--- src/rtl/ram_scan_pkg.sv ---
// rtl/ram_scan_pkg.sv - shared state encoding and size defaults for the RAM scan reader
package ram_scan_pkg;

  localparam int ADDR_W_DEF = 5;
  localparam int DATA_W_DEF = 4;

  typedef enum logic [1:0] {
    IDLE = 2'd0,
    ADDR = 2'd1,
    WAIT = 2'd2,
    HOLD = 2'd3
  } scan_state_t;

endpackage

--- src/rtl/ram_scan_reader.sv ---
// rtl/ram_scan_reader.sv - walks a synchronous RAM from start_addr for count words, handing each out with valid/ready
module ram_scan_reader
  import ram_scan_pkg::*;
#(
  parameter int ADDR_W = ADDR_W_DEF,
  parameter int DATA_W = DATA_W_DEF
) (
  input  logic              clock,
  input  logic              reset,
  input  logic              start,
  input  logic [ADDR_W-1:0] start_addr,
  input  logic [ADDR_W:0]   count,
  output logic [ADDR_W-1:0] ram_addr,
  input  logic [DATA_W-1:0] ram_q,
  output logic [DATA_W-1:0] out_data,
  output logic [ADDR_W-1:0] out_addr,
  output logic              out_valid,
  input  logic              out_ready,
  output logic              busy,
  output logic              done
);

  localparam logic [ADDR_W:0] MAX_WORDS = {1'b1, {ADDR_W{1'b0}}};
  localparam logic [ADDR_W:0] ONE_WORD  = {{ADDR_W{1'b0}}, 1'b1};

  scan_state_t       state;
  logic [ADDR_W:0]   remaining;

  always_ff @(posedge clock or posedge reset) begin
    if (reset) begin
      state     <= IDLE;
      ram_addr  <= '0;
      out_data  <= '0;
      out_addr  <= '0;
      remaining <= '0;
      out_valid <= 1'b0;
      busy      <= 1'b0;
      done      <= 1'b0;
    end else begin
      case (state)
        IDLE: begin
          done <= 1'b0;
          if (start && (count != '0)) begin
            ram_addr  <= start_addr;
            remaining <= (count > MAX_WORDS) ? MAX_WORDS : count;
            busy      <= 1'b1;
            state     <= ADDR;
          end
        end
        // RAM registers ram_addr on this edge; q is valid during WAIT
        ADDR: state <= WAIT;
        WAIT: begin
          out_data  <= ram_q;
          out_addr  <= ram_addr;
          out_valid <= 1'b1;
          state     <= HOLD;
        end
        HOLD: begin
          if (out_ready) begin
            out_valid <= 1'b0;
            if (remaining > ONE_WORD) begin
              remaining <= remaining - ONE_WORD;
              ram_addr  <= ram_addr + ADDR_W'(1);
              state     <= ADDR;
            end else begin
              remaining <= '0;
              done      <= 1'b1;
              busy      <= 1'b0;
              state     <= IDLE;
            end
          end
        end
        default: state <= IDLE;
      endcase
    end
  end

endmodule

--- config.mk ---
export PLATFORM = sky130hd
export DESIGN_NAME = ram_scan_reader
export DESIGN_NICKNAME = d
export VERILOG_FILES = /design/src/rtl/ram_scan_pkg.sv /design/src/rtl/ram_scan_reader.sv
export SDC_FILE = /design/constraint.sdc
export NUM_CORES = 1
export LEC_CHECK = 0
export CAP_MARGIN = 20
export CORE_MARGIN = 5
export CORE_UTILIZATION = 49
export DETAILED_ROUTE_END_ITERATION = 7
export GPL_TIMING_DRIVEN = 0
export HOLD_SLACK_MARGIN = 0.05
export PLACE_DENSITY = 0.75
export SYNTH_ARGS = -nofsm -noshare
export SYNTH_HDL_FRONTEND = slang
export SYNTH_SLANG_ARGS = --single-unit
--- constraint.sdc ---
create_clock -name clock -period 2.4 [get_ports clock]
set_input_delay 0.36 -clock clock [delete_from_list [all_inputs] [get_ports clock]]
set_output_delay 0.36 -clock clock [all_outputs]
set_load 0.01 [all_outputs]
==> metrics.cfg, run 1 <==
[worst_setup_path]
crit_family=simple AND/OR/NAND/NOR gates
endpoint_kind=register
critPathMaxFanout=6
critPathCapture=ram_addr[1]
startpoint=remaining[0]
crit_slowest_cell=dfrtp_1
crit_chain=inv_1, ha_1, or2_0, clkbuf_1, and3_1, nor3_1, mux2_2
r2r_start=remaining[0]
cp.required_ns=2.62
r2r_cells=7
start_kind=register
reg2reg_to=ram_addr[1]
critPathMaxStageDelay_ns=0.42
reg2reg_slack_ns=0.17
cp_num_cells=7
critPathArrivalTime_ns=2.45
crit_buf_inv=2
path_class=register to register

[clock_tree]
postCtsHoldBufs=0
numClockSinks=25
numCtsBuffers=3
clock_path_buffers=2
clockRootBuffer=clkbuf_4
htreeDepth=1
cts_tree=built
path_clk_slew_ns=0.14
insertion_delay_ns=0.31

[synthesis]
synth-compound-area-share=0.176
ys_seq_elements=25
ys_types=45
avgSynthCellArea_sq_um=10.1
ys_seq_area_frac=0.422
synth_ff_type=dfrtp_1
synth_edf_count=0
synth_fa_ha_area_frac=0.0591
synth-warning-count=0
synth_top_family_by_area=simple AND/OR/NAND/NOR gates
synth_cells=147
syn_nets=173
syn_area_sq_mm=0.00148
async_reset_ff_frac=1.00
synth.area.mux_share=0.112
synth_xor_area_frac=0
synth-simple-area-share=0.180

[sta]
hold_ws_ns=0.390
timing.final.crit_share=0.930
worst_pin_slew_ns=0.676
setup_violations=0
relSlewSlack=0.545
finalSetupTns_ns=0
drv_slew=0
min_period_ns=2.23
fmax_mhz=448
rsz0062_at_grt=no
clock_skew_ns=0.00256
hold_viol_final=0

[detailed_routing]
routed_wl_mm=3.67
wl_per_cell_microns=16.7
vias=1305
ant_nets=0
drcViolationCount=0
initialDrtViolationCount=69
vias_per_cell=5.93
dr.pass1.iters=4

[die]
fp.dieW_microns=65.0
die_h_microns=65.0
rows=20
core-area_sq_mm=0.00298
start_util=0.498
ios=36
die-area_sq_mm=0.00423

[layout]
fillers=249
fin_nets=214
stdcell_area_sq_mm=0.00193
area.growth.synth_to_final_pct=30.4
final_cells=220
layout-drive-gt1-share=0.139
antenna_cells=0

[placement]
place_inst=215
dpl.hpwl_mm=2.77
finalWeightedCongestion=0.940
dpl_cell_area_sq_mm=0.00187
io_buffers=35

[power]
leakage_nw=0.814
ir_worst_vdd_mv=0.780
powerDensity_mw_per_mm2=1300

[global_routing]
grt_pass1_vias=1379
grt_pass1_wl_mm=6.27
antenna_found_initial=0
grtUsageTotal=0.190
gr-total-overflow=0
grt_max_degree=26

[flow_run]
max-cap-violations=0

[run_status]
outcome=finished, final reports clean

[min_path]
hp-class=input pin to async pin

## worst min path at each step
stage | cells after the start | slack, ns | endpoint
2_1_floorplan | 1 | 0.39 | busy
3_3_place_gp | 1 | 0.48 | done
3_5_place_dp | 1 | 0.48 | done
4_1_cts | 1 | 0.52 | done
5_1_grt | 3 | 0.39 | out_valid
6_report | 3 | 0.39 | state[1]
## routing by layer
layer	vias to the layer above	GRT usage	wire length [microns]
li1	628	-	-
met4	0	0.0792	89
met5	-	0	0
met3	9	0.0641	279
met2	55	0.305	1790
met1	613	0.231	1510
## worst min-delay path, cell delays in order
cell	delay (ns)
clkdlybuf4s50_1	0.40
inv_1	0.12
buf_16	0.19
## repair_timing
item	CTS	global route
buffers inserted	0	0
endpoints found under the setup margin	0	5
endpoints found under the hold margin	0	0
resized for setup	0	2
## sequential cells by signal (all words and copies together), names as in the netlist
register / count
remaining: 6
out_addr: 5
ram_addr: 5
out_data: 4
state: 2
busy: 1
done: 1
out_valid: 1
## Yosys cell counts (2+ instances only)
cell type  number  area [sq um]
dfrtp_1        25           626
mux2_2         13           146
inv_1          12          45.0
nor2_1          9          33.8
ha_1            7          87.6
nand2_1         6          22.5
a21oi_1         5          25.0
o21ai_0         5          25.0
clkbuf_1        4          15.0
a31oi_1         3          18.8
and3_1          3          18.8
nand2b_1        3          18.8
nand3_1         3          15.0
nor3_1          3          15.0
nor3b_1         3          22.5
o22ai_1         3          18.8
a211oi_1        2          15.0
mux2i_1         2          20.0
nand3b_1        2          15.0
nand4_1         2          12.5
nor2b_1         2          12.5
nor4_1          2          12.5
o211a_1         2          20.0
o21a_1          2          15.0
o2bb2ai_1       2          17.5
o31ai_1         2          15.0
or2_2           2          12.5
## logic make-up after synthesis
family                   after synthesis
AO/OA/AOI/OAI                         36
adder cells (fa/ha/maj)                7
AND/OR/NAND/NOR                       46
flip-flops                            25
multiplexers                          15
buffers and inverters                 18
## metrics by stage
step	setup WS [ns]	utilization	total power, mW
floorplan	0.369	-	1.75
global placement	0.0618	0.629	2.25
detailed placement	0.0437	0.629	2.32
CTS	0.123	0.639	2.52
global route	0.0611	0.649	2.75
finish	0.168	0.649	2.52
## cells in the final DEF, fill, tap and decap left out, types with 2 or more instances in the layout
master,count
inv_1,12
nor3b_1,3
a21oi_1,5
and3_1,3
o21ai_0,5
a211oi_1,2
o2bb2ai_1,2
nand3_1,3
nand2b_1,3
mux2i_1,2
o211a_1,2
clkbuf_1,4
clkbuf_4,3
nand4_1,2
o31ai_1,2
nand3b_1,2
nor2_1,9
clkdlybuf4s50_1,35
a31oi_1,3
o22ai_1,3
dfrtp_1,25
nor3_1,3
o21a_1,2
nand2_1,6
or2_2,2
nor2b_1,2
mux2_2,13
ha_1,6
nor4_1,2
## report_power, final
| part | internal [mW] | switching, mW |
|---|---|---|
| clock network | 0.0622 | 0.128 |
| registers | 0.619 | 0.178 |
| logic | 0.765 | 0.764 |
## final cells by class
| cell class | count | area, sq um | area share |
|---|---|---|---|
| sequential | 25 | 626 | 0.324 |
| tap | 33 | 41.3 | 0.0214 |
| multi-input combinational | 104 | 785 | 0.406 |
| buffer | 6 | 31.3 | 0.0162 |
| inverter | 12 | 45.0 | 0.0233 |
| clock buffer | 3 | 22.5 | 0.0117 |
| timing repair buffer | 36 | 378 | 0.195 |
| clock inverter | 1 | 5.00 | 0.00259 |
No activity file was read; power rests on OpenSTA's default activity.
==> run 2: changes to the inputs <==
Settings changed: ABC_CLOCK_PERIOD_IN_PS set to 2400.
==> results of run 2 <==
No change in the layout: final DEF, timing and power equal those of run 1.
==> run 3: changes to the inputs <==
Settings changed: CORE_MARGIN 5 to 2, HOLD_SLACK_MARGIN 0.05 to 0.06.
==> run 3 against run 2 <==
Global-route usage increased by 3.9 points; worst hold slack gained 0.12 ns; fmax is 0.41% lower; critical path type unchanged; critical endpoint is now remaining[2]; largest power group unchanged.
==> metrics.cfg, run 3 (synthesized netlist as in run 1, its figures left out) <==
[layout]
antenna_cells=0
final_cells=217
layout_commonest_cell=clkdlybuf4s50_1
stdcell_area_sq_mm=0.00191
final_cell_mix=35 x clkdlybuf4s50_1, 25 x dfrtp_1, 13 x mux2_2, 12 x inv_1, 9 x nor2_1
layout-drive-gt1-share=0.134
largest_reg_flops=6
area.growth.synth_to_final_pct=28.7
regMostFlops=remaining
fin_nets=213
reg_top3=remaining: 6 flops, out_addr: 5 flops, ram_addr: 5 flops

[worst_setup_path]
r2r_start=state[0]
reg2reg_slack_ns=0.16
reg2reg_to=remaining[2]
critPathMaxFanout=10
critPathArrivalTime_ns=2.48
r2r_cells=7
start_kind=register
startpoint=state[0]
endpoint_kind=register
path_class=register to register
cp.required_ns=2.63
critPathCapture=remaining[2]

[detailed_routing]
drcViolationCount=0
routed_wl_mm=3.49
initialDrtViolationCount=53
vias_per_cell=6.11
ant_nets=0
vias=1325
wl_per_cell_microns=16.1
dr.pass1.iters=4

[power]
leakage_nw=0.799
powerDensity_mw_per_mm2=1320
ir_worst_vdd_mv=0.650
power_mw=2.52
clock_power_share=0.080
power_switching_mw=1.07
p_sw_frac=0.427
p_int_mw=1.44
power_frac_seq=0.314
p_comb_frac=0.606

[die]
start_util=0.529
fp.dieW_microns=59.0
die_h_microns=59.0
rows=19
ios=36
core-area_sq_mm=0.00281
die-area_sq_mm=0.00348

[placement]
pre_cts_ws_ns=0.0693
io_buffers=35
finalWeightedCongestion=0.888
dpl_cell_area_sq_mm=0.00187
dpl.hpwl_mm=2.63
place_inst=213

[clock_tree]
cts_tree=built
numClockSinks=25
clockRootBuffer=clkbuf_4
path_clk_slew_ns=0.14
insertion_delay_ns=0.33
clock_path_buffers=2
numCtsBuffers=3
htreeDepth=1

[sta]
rsz0062_at_grt=no
clock_skew_ns=0.00520
drv_slew=0
timing.final.crit_share=0.934
hold_viol_final=0
setup_ws_ns=0.159
relSlewSlack=0.378
fmax_mhz=446
setup_violations=0
min_period_ns=2.24
worst_pin_slew_ns=0.933
finalSetupTns_ns=0

[global_routing]
antenna_found_initial=0
gr-total-overflow=0
grt_pass1_wl_mm=5.99
grt_pass1_vias=1300
grtUsageTotal=0.229
grt_max_degree=26

[run_status]
outcome=finished, final reports clean

[flow_run]
max-cap-violations=0

[min_path]
hp-class=input pin to async pin

## run 3: how the worst min path moves through the flow
stage,start,to,slack (ns),depth (start not counted)
after global placement,done,done,0.48,1
after floorplan,reset,busy,0.39,1
after CTS,done,done,0.52,1
after global routing,done,done,0.52,1
final,reset,out_data[3],0.51,2
after detailed placement,done,done,0.48,1
## run 3: per-layer routing
layer,vias up,track usage,routed length (microns)
met1,636,0.307,1530
met4,0,0.107,82
li1,622,-,-
met2,60,0.368,1650
met3,7,0.0284,222
met5,-,0,0
## run 3: timing repair
item                                    in CTS  in global routing
endpoints found under the setup margin       0                  3
setup buffers                                0                  0
hold buffers                                 0                  0
resized for setup                            0                  2
## run 3: worst max-delay path, stage by stage (launching register included)
cell and delay [ns]:
dfrtp_1 0.41, inv_1 0.14, ha_1 0.34, or3b_1 0.42
o211a_1 0.27, buf_6 0.16, and3_1 0.15, a221o_1 0.25
## run 3: power by group through the flow
| stage | clock (mW) | combinational [mW] | sequential, mW |
|---|---|---|---|
| finish | 0.201 | 1.53 | 0.791 |
| CTS | 0.210 | 1.52 | 0.792 |
| global route | 0.221 | 1.70 | 0.829 |
| floorplan | 0 | 0.926 | 0.829 |
| detailed placement | 0 | 1.50 | 0.801 |
| global placement | 0 | 1.46 | 0.787 |
## run 3: cell type report
cell class	instances	area, sq um
clock inverter	1	7.51
fill	215	897
multi-input combinational	104	787
tap	31	38.8
timing repair buffer	35	350
buffer	6	31.3
clock buffer	3	22.5
inverter	12	45.0
sequential	25	626
## run 3: through the flow
step	hold slack, ns	util
after floorplan	0.387	-
after global placement	0.483	0.667
after detailed placement	0.485	0.667
after CTS	0.517	0.678
after global routing	0.524	0.680
final	0.511	0.680
